File: src/rtl/count_display_if.sv
// Display-side bundle of count_display: count in, multiplexed 7-segment drive and BCD status out.
interface count_display_if #(
  parameter int DATA_WIDTH = 8,
  parameter int DIGITS     = 4
);
  logic [DATA_WIDTH-1:0] value;
  logic [DIGITS-1:0]     an;
  logic [6:0]            seg;
  logic                  dp;
  logic [4*DIGITS-1:0]   bcd;
  logic                  busy;

  modport master (output value, input an, seg, dp, bcd, busy);
  modport slave  (input value, output an, seg, dp, bcd, busy);
endinterface

File: src/rtl/count_display.sv
// Binary-to-BCD converter (shift-add-3) feeding a multiplexed active-low 7-segment scanner.
// bcd updates DATA_WIDTH+2 cycles after a new value is sampled in IDLE; no backpressure, changes while busy are skipped.
module count_display #(
  parameter int DATA_WIDTH = 8,
  parameter int DIGITS     = 4,
  parameter int SCAN_DIV   = 100000
) (
  input  logic          clk_i,
  input  logic          rstn_i,
  count_display_if.slave disp
);

  localparam int CW = $clog2(DATA_WIDTH + 1);
  localparam int PW = (SCAN_DIV > 1) ? $clog2(SCAN_DIV) : 1;
  localparam int IW = (DIGITS > 1) ? $clog2(DIGITS) : 1;
  localparam int BW = 4 * DIGITS;

  typedef enum logic [1:0] {IDLE, CONVERT, LOAD} state_t;

  state_t                state;
  logic [DATA_WIDTH-1:0] latched;
  logic [DATA_WIDTH-1:0] shreg;
  logic                  force_cvt;
  logic [BW-1:0]         scratch;
  logic [BW-1:0]         adj;
  logic [BW-1:0]         bcd_r;
  logic [CW-1:0]         cnt;
  logic                  busy_r;

  logic [PW-1:0]         psc;
  logic [IW-1:0]         idx;
  logic [DIGITS-1:0]     an_r;
  logic [6:0]            seg_r;
  logic [DIGITS:0]       hi_zero;
  logic [3:0]            cur_nib;
  logic                  cur_blank;

  function automatic logic [6:0] seg_decode(input logic [3:0] n);
    case (n)
      4'd0:    seg_decode = 7'b1000000;
      4'd1:    seg_decode = 7'b1111001;
      4'd2:    seg_decode = 7'b0100100;
      4'd3:    seg_decode = 7'b0110000;
      4'd4:    seg_decode = 7'b0011001;
      4'd5:    seg_decode = 7'b0010010;
      4'd6:    seg_decode = 7'b0000010;
      4'd7:    seg_decode = 7'b1111000;
      4'd8:    seg_decode = 7'b0000000;
      4'd9:    seg_decode = 7'b0010000;
      default: seg_decode = 7'b1111111;
    endcase
  endfunction

  always_comb begin
    adj = scratch;
    for (int i = 0; i < DIGITS; i++) begin
      if (scratch[4*i +: 4] >= 4'd5) adj[4*i +: 4] = scratch[4*i +: 4] + 4'd3;
    end
  end

  // CONVERT spends one extra cycle on the cnt==0 check, giving DATA_WIDTH+2 cycles of busy.
  always_ff @(posedge clk_i or negedge rstn_i) begin
    if (!rstn_i) begin
      state     <= IDLE;
      latched   <= '0;
      shreg     <= '0;
      force_cvt <= 1'b1;
      scratch   <= '0;
      cnt       <= '0;
      bcd_r     <= '0;
      busy_r    <= 1'b0;
    end else begin
      case (state)
        IDLE: begin
          if (force_cvt || (disp.value != latched)) begin
            latched   <= disp.value;
            shreg     <= disp.value;
            scratch   <= '0;
            force_cvt <= 1'b0;
            cnt       <= CW'(DATA_WIDTH);
            busy_r    <= 1'b1;
            state     <= CONVERT;
          end
        end
        CONVERT: begin
          if (cnt == '0) begin
            state <= LOAD;
          end else begin
            scratch <= {adj[BW-2:0], shreg[DATA_WIDTH-1]};
            shreg   <= shreg << 1;
            cnt     <= cnt - CW'(1);
          end
        end
        LOAD: begin
          bcd_r  <= scratch;
          busy_r <= 1'b0;
          state  <= IDLE;
        end
        default: state <= IDLE;
      endcase
    end
  end

  // hi_zero[i]: digit i and every digit above it are zero.
  always_comb begin
    hi_zero         = '0;
    hi_zero[DIGITS] = 1'b1;
    cur_nib         = 4'd0;
    cur_blank       = 1'b0;
    for (int i = DIGITS - 1; i >= 0; i--) begin
      hi_zero[i] = (bcd_r[4*i +: 4] == 4'd0) && hi_zero[i+1];
    end
    for (int i = 0; i < DIGITS; i++) begin
      if (idx == IW'(i)) begin
        cur_nib   = bcd_r[4*i +: 4];
        cur_blank = (i != 0) && hi_zero[i];
      end
    end
  end

  always_ff @(posedge clk_i or negedge rstn_i) begin
    if (!rstn_i) begin
      psc   <= '0;
      idx   <= '0;
      an_r  <= '1;
      seg_r <= 7'b1111111;
    end else begin
      if (psc == PW'(SCAN_DIV - 1)) begin
        psc <= '0;
        idx <= (idx == IW'(DIGITS - 1)) ? '0 : idx + IW'(1);
      end else begin
        psc <= psc + PW'(1);
      end
      an_r  <= ~(DIGITS'(1) << idx);
      seg_r <= cur_blank ? 7'b1111111 : seg_decode(cur_nib);
    end
  end

  assign disp.an   = an_r;
  assign disp.seg  = seg_r;
  assign disp.dp   = 1'b1;
  assign disp.bcd  = bcd_r;
  assign disp.busy = busy_r;

endmodule
File: src/flat_wrapper.sv
// flat-port wrapper written by rule: the top's interface ports become plain ports
module count_display_flat 
#(
  parameter int DATA_WIDTH = 8,
  parameter int DIGITS     = 4,
  parameter int SCAN_DIV   = 100000
)
  (clk_i, rstn_i, disp_value, disp_an, disp_seg, disp_dp, disp_bcd, disp_busy);
  count_display_if #(.DATA_WIDTH(DATA_WIDTH), .DIGITS(DIGITS)) disp_i ();
  input  logic clk_i;
  input  logic rstn_i;
  input wire logic [$bits(disp_i.value)-1:0] disp_value;
  output wire logic [$bits(disp_i.an)-1:0] disp_an;
  output wire logic [$bits(disp_i.seg)-1:0] disp_seg;
  output wire logic [$bits(disp_i.dp)-1:0] disp_dp;
  output wire logic [$bits(disp_i.bcd)-1:0] disp_bcd;
  output wire logic [$bits(disp_i.busy)-1:0] disp_busy;
  assign disp_i.value = disp_value;
  assign disp_an = disp_i.an;
  assign disp_seg = disp_i.seg;
  assign disp_dp = disp_i.dp;
  assign disp_bcd = disp_i.bcd;
  assign disp_busy = disp_i.busy;
  count_display #(.DATA_WIDTH(DATA_WIDTH), .DIGITS(DIGITS), .SCAN_DIV(SCAN_DIV)) u_core (.clk_i(clk_i), .rstn_i(rstn_i), .disp(disp_i));
endmodule
File: config.mk
export PLATFORM = sky130hd
export DESIGN_NAME = count_display_flat
export DESIGN_NICKNAME = d
export VERILOG_FILES = /design/src/rtl/count_display_if.sv /design/src/rtl/count_display.sv /design/src/flat_wrapper.sv
export SDC_FILE = /design/constraint.sdc
export NUM_CORES = 1
export LEC_CHECK = 0
export BUFFER_PORTS_ARGS = -buffer_cell sky130_fd_sc_hd__buf_2
export CAP_MARGIN = 30
export CELL_PAD_IN_SITES_DETAIL_PLACEMENT = 0
export CELL_PAD_IN_SITES_GLOBAL_PLACEMENT = 1
export CORE_ASPECT_RATIO = 0.9
export CORE_MARGIN = 2
export CORE_UTILIZATION = 40
export DETAILED_ROUTE_END_ITERATION = 7
export PLACE_DENSITY = 0.74
export SYNTH_ARGS = -nofsm -noshare
export SYNTH_HDL_FRONTEND = slang
export SYNTH_SLANG_ARGS = --single-unit
export TNS_END_PERCENT = 100
File: constraint.sdc
create_clock -name clk_i -period 2.77 [get_ports clk_i]
set_input_delay 0.831 -clock clk_i [delete_from_list [all_inputs] [get_ports clk_i]]
set_output_delay 0.831 -clock clk_i [all_outputs]
set_load 0.005 [all_outputs]
==> impl_metrics.env, run 1 <==
export IMPL_clk_path_buf_depth=2
export IMPL_drt_vias_per_instance=5.16
export IMPL_p_comb_share_pct=35.1
export IMPL_post_route_min_period_ns=2.17
export IMPL_slew_headroom_pct=52.2
export IMPL_p_sw_share_pct=34.7
export IMPL_switchingPower_mw=1.67
export IMPL_final_cell_mix="74 x dfrtp_1, 36 x buf_2, 29 x nand2_1"
export IMPL_grt_max_degree=48
export IMPL_synth_edff_count=0
export IMPL_insertion_delay_ns=0.34
export IMPL_drive_gt1_share_pct=24.1
export IMPL_reg2reg_depth=9
export IMPL_dieArea_mm2=0.0114
export IMPL_grtUsageTotal_pct=15.6
export IMPL_num_rows=35
export IMPL_synth_area_mm2=0.00421
export IMPL_vdd_drop_max_mv=0.469
export IMPL_root_buffer="clkbuf_16"
export IMPL_post_cts_buffers=0
export IMPL_first_pass_iters=4
export IMPL_synthAdderAreaFrac_pct=4.46
export IMPL_fmax_ghz=0.462
export IMPL_port_buffers=37
export IMPL_status="completed"
export IMPL_startpoint_type="register"
export IMPL_pre_cts_ws_ns=0.564
export IMPL_p_clk_share_pct=23.0
export IMPL_layout_setup_ws_ns=0.604
export IMPL_hold_violations=0
export IMPL_critPathRequiredTime_ns=3.04
export IMPL_grt_pass1_vias=2841
export IMPL_drt_iter0_markers=177
export IMPL_period_share_pct=78.2
export IMPL_die_h_um=101
export IMPL_clock_sinks=86
export IMPL_yosysWarnings=0
export IMPL_instances_no_fill=557
export IMPL_p_total_mw=4.82
export IMPL_cpPeakStageDelay_ns=0.41
export IMPL_antenna_found_initial=0
export IMPL_synthCells=381
export IMPL_wirelength_mm=8.07
export IMPL_max_cap_violations=0
export IMPL_crit_type="reg2reg"
export IMPL_final_nets=448
export IMPL_cp_max_fo=10
export IMPL_ys_flop_type="dfrtp_1"
export IMPL_hold_ws_ns=0.465
export IMPL_hold_path_class="in2async"
export IMPL_power_density_mw_per_mm2=1000
export IMPL_finalClockSkew_ns=0.00796
export IMPL_die_x_um=112
export IMPL_clkTransAtPathRegs_ns=0.06
export IMPL_setup_worst_path_start="u_core.idx[1]"
export IMPL_slew_viol_final=0
export IMPL_routabilityCongestion=0.740
export IMPL_nFillCells=968
export IMPL_setup_viol=0
export IMPL_rsz0062_at_grt="false"
export IMPL_syn_avg_cell_area_um2=11.0
export IMPL_dp_hpwl_mm=5.67
export IMPL_hold_buffers=0
export IMPL_post_drt_wl_per_cell_um=14.5
export IMPL_dp_cells=541
export IMPL_diodes=0
export IMPL_finalSetupTns_ns=0
export IMPL_numCtsBuffers=9
export IMPL_async_reset_ff_share_pct=100
export IMPL_seq_power_share_pct=41.9
export IMPL_synthToLayoutAreaGrowth_pct=14.4
export IMPL_p_leak_nw=2.26
export IMPL_synth_distinct_cells=57
export IMPL_synth_compound_area_share_pct=12.9
export IMPL_htree_num_levels=3
export IMPL_yosys_area_share_simple_pct=12.9
export IMPL_synth_top_family_by_area="compound AO/OA/AOI/OAI gates"
export IMPL_cts_tree="built"
export IMPL_arrival_ns=2.43
export IMPL_pin_count=39
export IMPL_worst_pin_slew_ns=0.714
export IMPL_drc=0
export IMPL_synthMuxAreaShare_pct=8.36
export IMPL_reg2reg_setup_slack_ns=0.60
export IMPL_vias=2873
export IMPL_seq_area_frac_synth_pct=51.5
export IMPL_grt_overflow=0
export IMPL_p_int_mw=3.15
export IMPL_endpoint="u_core.disp.seg[6]"
export IMPL_cpMostUsedCell="inv_1"
export IMPL_ant_nets=0
export IMPL_coreArea_mm2=0.0102
export IMPL_crit_slowest_cell="a31oi_2"
export IMPL_synth_seq_cells=86
export IMPL_timing_rr_end="u_core.disp.seg[6]"
export IMPL_cts_resized=0
export IMPL_final_common_cell="dfrtp_1"
export IMPL_syn_nets=406
export IMPL_initial_core_util_pct=41.0
export IMPL_grt_pass1_wl_mm=14.1
export IMPL_worstPathCellList="inv_1 > ha_1 > inv_1 > nand3_1 > a31oi_2 > ha_1 > inv_1 > mux2_2 > a21oi_1"
export IMPL_end_kind="register"
export IMPL_synth_xor_area_share_pct=6.25
export IMPL_r2r_start="u_core.idx[1]"
[cell usage after synthesis (3+ instances only)]
cell      count  area (µm²)
nor2b_1       4        25.0
nand2_1      29         109
xor2_1       16         140
nor2_1       22        82.6
nand4_1       3        18.8
ha_1         15         188
buf_2         5        25.0
a21o_1        7        52.6
xnor2_1      14         123
a22o_1       12         105
mux2i_1       7        70.1
nand3_1       9        45.0
a21oi_1      21         105
dfrtp_1      74        1850
mux2_2       25         282
nand2b_1      8        50.1
a31oi_1       9        56.3
o211ai_1      5        37.5
nor3_1        7        35.0
nor4_1        4        25.0
o21ai_0      12        60.1
dfstp_2      12         315
inv_1        21        78.8
[layout make-up]
class | instances | area, µm² | area share [%]
timing repair buffer | 43 | 245 | 5.10
tap | 129 | 161 | 3.35
inverter | 21 | 78.8 | 1.64
clock inverter | 4 | 22.5 | 0.468
sequential | 86 | 2170 | 45.0
multi-input combinational | 262 | 1890 | 39.3
clock buffer | 12 | 246 | 5.12
[worst min path at each step]
stage	from	to	slack [ns]	depth (start not counted)
after global routing	u_core.force_cvt	u_core.force_cvt	0.50	1
after global placement	u_core.disp.busy	u_core.disp.busy	0.45	1
after detailed placement	u_core.disp.busy	u_core.disp.busy	0.46	1
final	rstn_i	u_core.cnt[2]	0.46	1
after floorplan	u_core.psc[0]	u_core.psc[0]	0.45	1
after CTS	u_core.disp.busy	u_core.disp.busy	0.48	1
[per-layer routing]
| layer | global-route usage (%) | wire (µm) |
|---|---|---|
| met1 | 21.3 | 3980 |
| met2 | 24.0 | 3590 |
| met3 | 4.49 | 369 |
| met4 | 5.91 | 131 |
| met5 | 0 | 0 |
[sequential cells by signal, summed over array words and instances, names as in the netlist]
name	cells
u_core.disp.seg	7
u_core.shreg	8
u_core.cnt	4
u_core.disp.bcd	16
u_core.scratch	16
u_core.force_cvt	1
u_core.disp.an	4
u_core.latched	8
u_core.idx	2
u_core.state	2
u_core.psc	17
u_core.disp.busy	1
[cells by family after synthesis]
family | count (synthesis)
flip-flops | 86
AND/OR/NAND/NOR | 103
adder cells (fa/ha/maj) | 15
XOR/XNOR | 30
buffers and inverters | 33
other | 1
AO/OA/AOI/OAI | 81
multiplexers | 32
[power groups by stage]
stage / clock network, mW / registers [mW] / logic, mW
after floorplan: 0 / 1.94 / 1.30
after global placement: 0 / 2.03 / 1.67
after detailed placement: 0 / 2.04 / 1.70
after CTS: 1.14 / 2.02 / 1.71
after global routing: 1.20 / 2.08 / 1.94
final: 1.11 / 2.02 / 1.69
[through the flow]
step / utilization [%] / instance area [µm²]
2_1_floorplan: - / 4210
3_3_place_gp: 44.3 / 4540
3_5_place_dp: 44.3 / 4540
4_1_cts: 47.0 / 4810
5_1_grt: 47.0 / 4810
6_report: 47.0 / 4810
[worst max-delay path, delay by kind of cell, from the launching register on]
kind            cells  cell delay (ns)
compound gates      2             0.56
fa+ha+maj           2             0.52
flops               1             0.37
buf+inv             3             0.27
mux                 1             0.25
simple gates        1             0.11
No activity file was read; power rests on OpenSTA's default activity.
==> inputs of run 2 (changes only) <==
- clock period: 2.77 -> 2.2 ns (I/O delays scaled with it)
==> impl_metrics.env, run 2 (same netlist as run 1, synthesis figures left out) <==
export IMPL_num_rows=35
export IMPL_pre_cts_ws_ns=0.131
export IMPL_post_route_min_period_ns=2.01
export IMPL_dieArea_mm2=0.0114
export IMPL_p_leak_nw=2.30
export IMPL_power_density_mw_per_mm2=1280
export IMPL_timing_rr_end="u_core.disp.seg[6]"
export IMPL_drc=0
export IMPL_cp_max_fo=6
export IMPL_critPathRequiredTime_ns=2.46
export IMPL_hold_buffers=0
export IMPL_routabilityCongestion=0.823
export IMPL_post_cts_buffers=0
export IMPL_status="completed"
export IMPL_antenna_found_initial=0
export IMPL_wirelength_mm=7.99
export IMPL_grtUsageTotal_pct=15.3
export IMPL_largest_reg_flops=17
export IMPL_arrival_ns=2.27
export IMPL_hold_violations=0
export IMPL_grt_pass1_wl_mm=14.0
export IMPL_wl_met3_um=284
export IMPL_die_h_um=101
export IMPL_coreArea_mm2=0.0102
export IMPL_pin_count=39
export IMPL_clock_sinks=86
export IMPL_clk_path_buf_depth=2
export IMPL_first_pass_iters=4
export IMPL_root_buffer="clkbuf_16"
export IMPL_period_share_pct=91.5
export IMPL_crit_type="reg2reg"
export IMPL_final_nets=452
export IMPL_drt_vias_per_instance=5.20
export IMPL_end_kind="register"
export IMPL_setup_viol=0
export IMPL_reg2reg_setup_slack_ns=0.19
export IMPL_max_cap_violations=0
export IMPL_final_common_cell="dfrtp_1"
export IMPL_post_drt_wl_per_cell_um=14.2
export IMPL_synthToLayoutAreaGrowth_pct=16.3
export IMPL_fmax_ghz=0.497
export IMPL_startpoint_type="register"
export IMPL_cts_tree="built"
export IMPL_port_buffers=37
export IMPL_initial_core_util_pct=41.0
export IMPL_htree_num_levels=3
export IMPL_r2r_start="u_core.idx[0]"
export IMPL_grt_pass1_vias=2862
export IMPL_layout_setup_ws_ns=0.187
export IMPL_slew_viol_final=0
export IMPL_largest_register="u_core.psc"
export IMPL_met1_length_mm=3.94
export IMPL_reg2reg_depth=8
export IMPL_die_x_um=112
export IMPL_clkTransAtPathRegs_ns=0.07
export IMPL_drive_gt1_share_pct=25.7
export IMPL_finalClockSkew_ns=0.00710
export IMPL_vias=2920
export IMPL_grt_overflow=0
export IMPL_diodes=0
export IMPL_insertion_delay_ns=0.33
export IMPL_drt_iter0_markers=138
export IMPL_top_layer="met4"
export IMPL_dp_hpwl_mm=5.75
export IMPL_grt_max_degree=41
export IMPL_numCtsBuffers=9
export IMPL_ant_nets=0
export IMPL_hold_path_class="in2async"
export IMPL_p_total_mw=6.26
export IMPL_wl_met2_mm=3.69
export IMPL_vdd_drop_max_mv=0.501
export IMPL_final_util_pct=47.7
export IMPL_final_cell_mix="74 x dfrtp_1, 36 x buf_2, 29 x nand2_1"
export IMPL_cts_resized=0
-- run 2: cell types whose count changed in the layout (fill, tap and decap cells not counted), moves of 2 or more --
cell and change:
inv_6 +2, clkinv_2 -2, clkinv_4 +2, clkbuf_1 -2, buf_4 +4
-- run 2: worst max-delay path: stages, from the launching register on --
cell     delay (ns)
dfrtp_1        0.40
ha_1           0.27
inv_1          0.22
o22ai_1        0.15
a31oi_1        0.22
ha_1           0.22
inv_1          0.04
mux2_2         0.25
a21oi_1        0.16
-- run 2: worst max-delay path by stage --
stage                   from                 end  slack [ns]  cells past startpoint
6_report       u_core.idx[0]  u_core.disp.seg[6]        0.19                      8
5_1_grt        u_core.idx[0]  u_core.disp.seg[6]     -0.0009                      8
4_1_cts        u_core.idx[1]  u_core.disp.seg[3]        0.12                      7
3_5_place_dp   disp_value[6]  u_core.scratch[12]        0.13                      7
3_3_place_gp   disp_value[1]   u_core.scratch[9]        0.18                      7
2_1_floorplan  u_core.idx[1]  u_core.disp.seg[6]        0.27                     10
-- run 2: cell type report --
class	instances	area, µm²
fill	972	5360
inverter	21	78.8
clock buffer	9	225
timing repair buffer	47	275
clock inverter	7	81.3
sequential	86	2170
tap	129	161
multi-input combinational	262	1900
-- run 2: routing by layer --
layer	vias to the layer above	track usage, %
met5	-	0
met4	0	3.94
met3	8	4.07
met2	42	24.7
met1	1439	20.7
li1	1431	-
-- run 2: through the flow --
stage	hold slack [ns]	setup TNS (ns)	instances	cell area, µm²
6_report	0.258	0	561	4890
5_1_grt	0.291	-0.000890	561	4890
4_1_cts	0.269	0	561	4880
3_5_place_dp	0.480	0	545	4570
3_3_place_gp	0.453	0	545	4570
2_1_floorplan	0.364	0	381	4210
-- run 2: power by group --
| part | leakage [nW] | switching (mW) | total (mW) | internal, mW |
|---|---|---|---|---|
| sequential | 1.07 | 0.444 | 2.54 | 2.10 |
| clock | 0.152 | 0.660 | 1.56 | 0.898 |
| combinational | 1.08 | 1.07 | 2.17 | 1.10 |
==> inputs of run 3 (changes only) <==
- CTS_BUF_LIST: not set -> sky130_fd_sc_hd__clkbuf_4
==> impl_metrics.env, run 3 (same netlist as run 1, synthesis figures left out) <==
export IMPL_status="completed"
export IMPL_clk_path_buf_depth=2
export IMPL_power_density_mw_per_mm2=1190
export IMPL_nFillCells=1001
export IMPL_startpoint_type="register"
export IMPL_pin_count=39
export IMPL_ant_nets=0
export IMPL_p_leak_nw=2.23
export IMPL_largest_register="u_core.psc"
export IMPL_dp_cells=545
export IMPL_diodes=0
export IMPL_multiInputGateArea_mm2=0.00190
export IMPL_p_total_mw=5.63
export IMPL_cts_tree="built"
export IMPL_numCtsBuffers=9
export IMPL_grt_max_degree=41
export IMPL_die_x_um=112
export IMPL_reg2reg_setup_slack_ns=0.18
export IMPL_setup_viol=0
export IMPL_slew_viol_final=0
export IMPL_num_rows=35
export IMPL_grt_pass1_wl_mm=13.9
export IMPL_coreArea_mm2=0.0102
export IMPL_end_kind="register"
export IMPL_vdd_drop_max_mv=0.479
export IMPL_finalClockSkew_ns=0.0140
export IMPL_hold_violations=0
export IMPL_hold_path_class="in2async"
export IMPL_grt_overflow=0
export IMPL_dieArea_mm2=0.0114
export IMPL_die_h_um=101
export IMPL_reg2reg_depth=8
export IMPL_rsz0062_at_grt="true"
export IMPL_final_common_cell="dfrtp_1"
export IMPL_grtUsageTotal_pct=15.1
export IMPL_port_buffers=37
export IMPL_grt_pass1_vias=2847
export IMPL_drt_iter0_markers=129
export IMPL_critPathRequiredTime_ns=2.57
export IMPL_regArea_mm2=0.00217
export IMPL_placed_cell_area_mm2=0.00457
export IMPL_clkTransAtPathRegs_ns=0.15
export IMPL_post_drt_wl_per_cell_um=14.1
export IMPL_cp_max_fo=6
export IMPL_post_route_min_period_ns=2.02
export IMPL_final_cell_mix="74 x dfrtp_1, 36 x buf_2, 29 x nand2_1"
export IMPL_timing_rr_end="u_core.disp.seg[6]"
export IMPL_antenna_found_initial=0
export IMPL_drc=0
export IMPL_synthToLayoutAreaGrowth_pct=12.5
export IMPL_crit_type="reg2reg"
export IMPL_period_share_pct=92.0
export IMPL_fin_area_mm2=0.00473
export IMPL_final_nets=452
export IMPL_max_cap_violations=0
export IMPL_largest_reg_flops=17
export IMPL_vias=2906
export IMPL_hold_buffers=0
export IMPL_root_buffer="clkbuf_4"
export IMPL_routabilityCongestion=0.823
export IMPL_first_pass_iters=4
export IMPL_wirelength_mm=7.92
export IMPL_initial_core_util_pct=41.0
export IMPL_r2r_start="u_core.idx[0]"
export IMPL_drive_gt1_share_pct=25.7
export IMPL_instances_no_fill=561
export IMPL_drt_vias_per_instance=5.18
export IMPL_fmax_ghz=0.494
export IMPL_dp_hpwl_mm=5.75
export IMPL_arrival_ns=2.39
export IMPL_clock_sinks=86
export IMPL_insertion_delay_ns=0.43
export IMPL_htree_num_levels=3
-- run 3: where the power goes --
part           internal, mW  total, mW  switching [mW]
clock                 0.365      0.946           0.581
sequential             2.09       2.53           0.443
combinational          1.10       2.16            1.06
total                  3.55       5.63            2.08
-- run 3: area by class of cell --
cell class | instances | share of cell area (%)
repair buffers | 47 | 5.82
clock buffers | 9 | 1.43
well taps | 129 | 3.41
multi-input cells | 262 | 40.2
clock inverters | 7 | 1.72
inverters | 21 | 1.67
flip-flops and latches | 86 | 45.8
-- run 3: per-layer routing --
layer | track usage [%] | wire length (µm)
met1 | 19.9 | 3860
met3 | 4.07 | 314
met5 | 0 | 0
met2 | 25.1 | 3670
met4 | 3.66 | 75
-- run 3: stage by stage --
step / hold slack, ns / worst slack, ns / TNS, ns / util, %
6_report: 0.135 / 0.175 / 0 / 46.2
5_1_grt: 0.142 / -0.0118 / -0.0197 / 46.2
4_1_cts: 0.129 / 0.112 / 0 / 46.1
3_5_place_dp: 0.480 / 0.131 / 0 / 44.6
3_3_place_gp: 0.453 / 0.185 / 0 / 44.6
2_1_floorplan: 0.364 / 0.266 / 0 / -
-- run 3: how the worst max path moves through the flow --
stage,from,endpoint,slack [ns],cells past startpoint
2_1_floorplan,u_core.idx[1],u_core.disp.seg[6],0.27,10
3_3_place_gp,disp_value[1],u_core.scratch[9],0.18,7
3_5_place_dp,disp_value[6],u_core.scratch[12],0.13,7
4_1_cts,u_core.idx[1],u_core.disp.seg[3],0.11,7
5_1_grt,u_core.idx[0],u_core.disp.seg[6],-0.01,8
6_report,u_core.idx[0],u_core.disp.seg[6],0.18,8
-- run 3: what timing repair did --
item / CTS / global route
setup buffers: 0 / 0
setup endpoints to repair: 0 / 3
resized for setup: 0 / 2
-- run 3: critical path, cell delays in order (launching register included) --
cell     delay, ns
dfrtp_1       0.43
ha_1          0.27
inv_1         0.22
o22ai_1       0.15
a31oi_1       0.22
ha_1          0.22
inv_1         0.04
mux2_2        0.25
a21oi_1       0.16
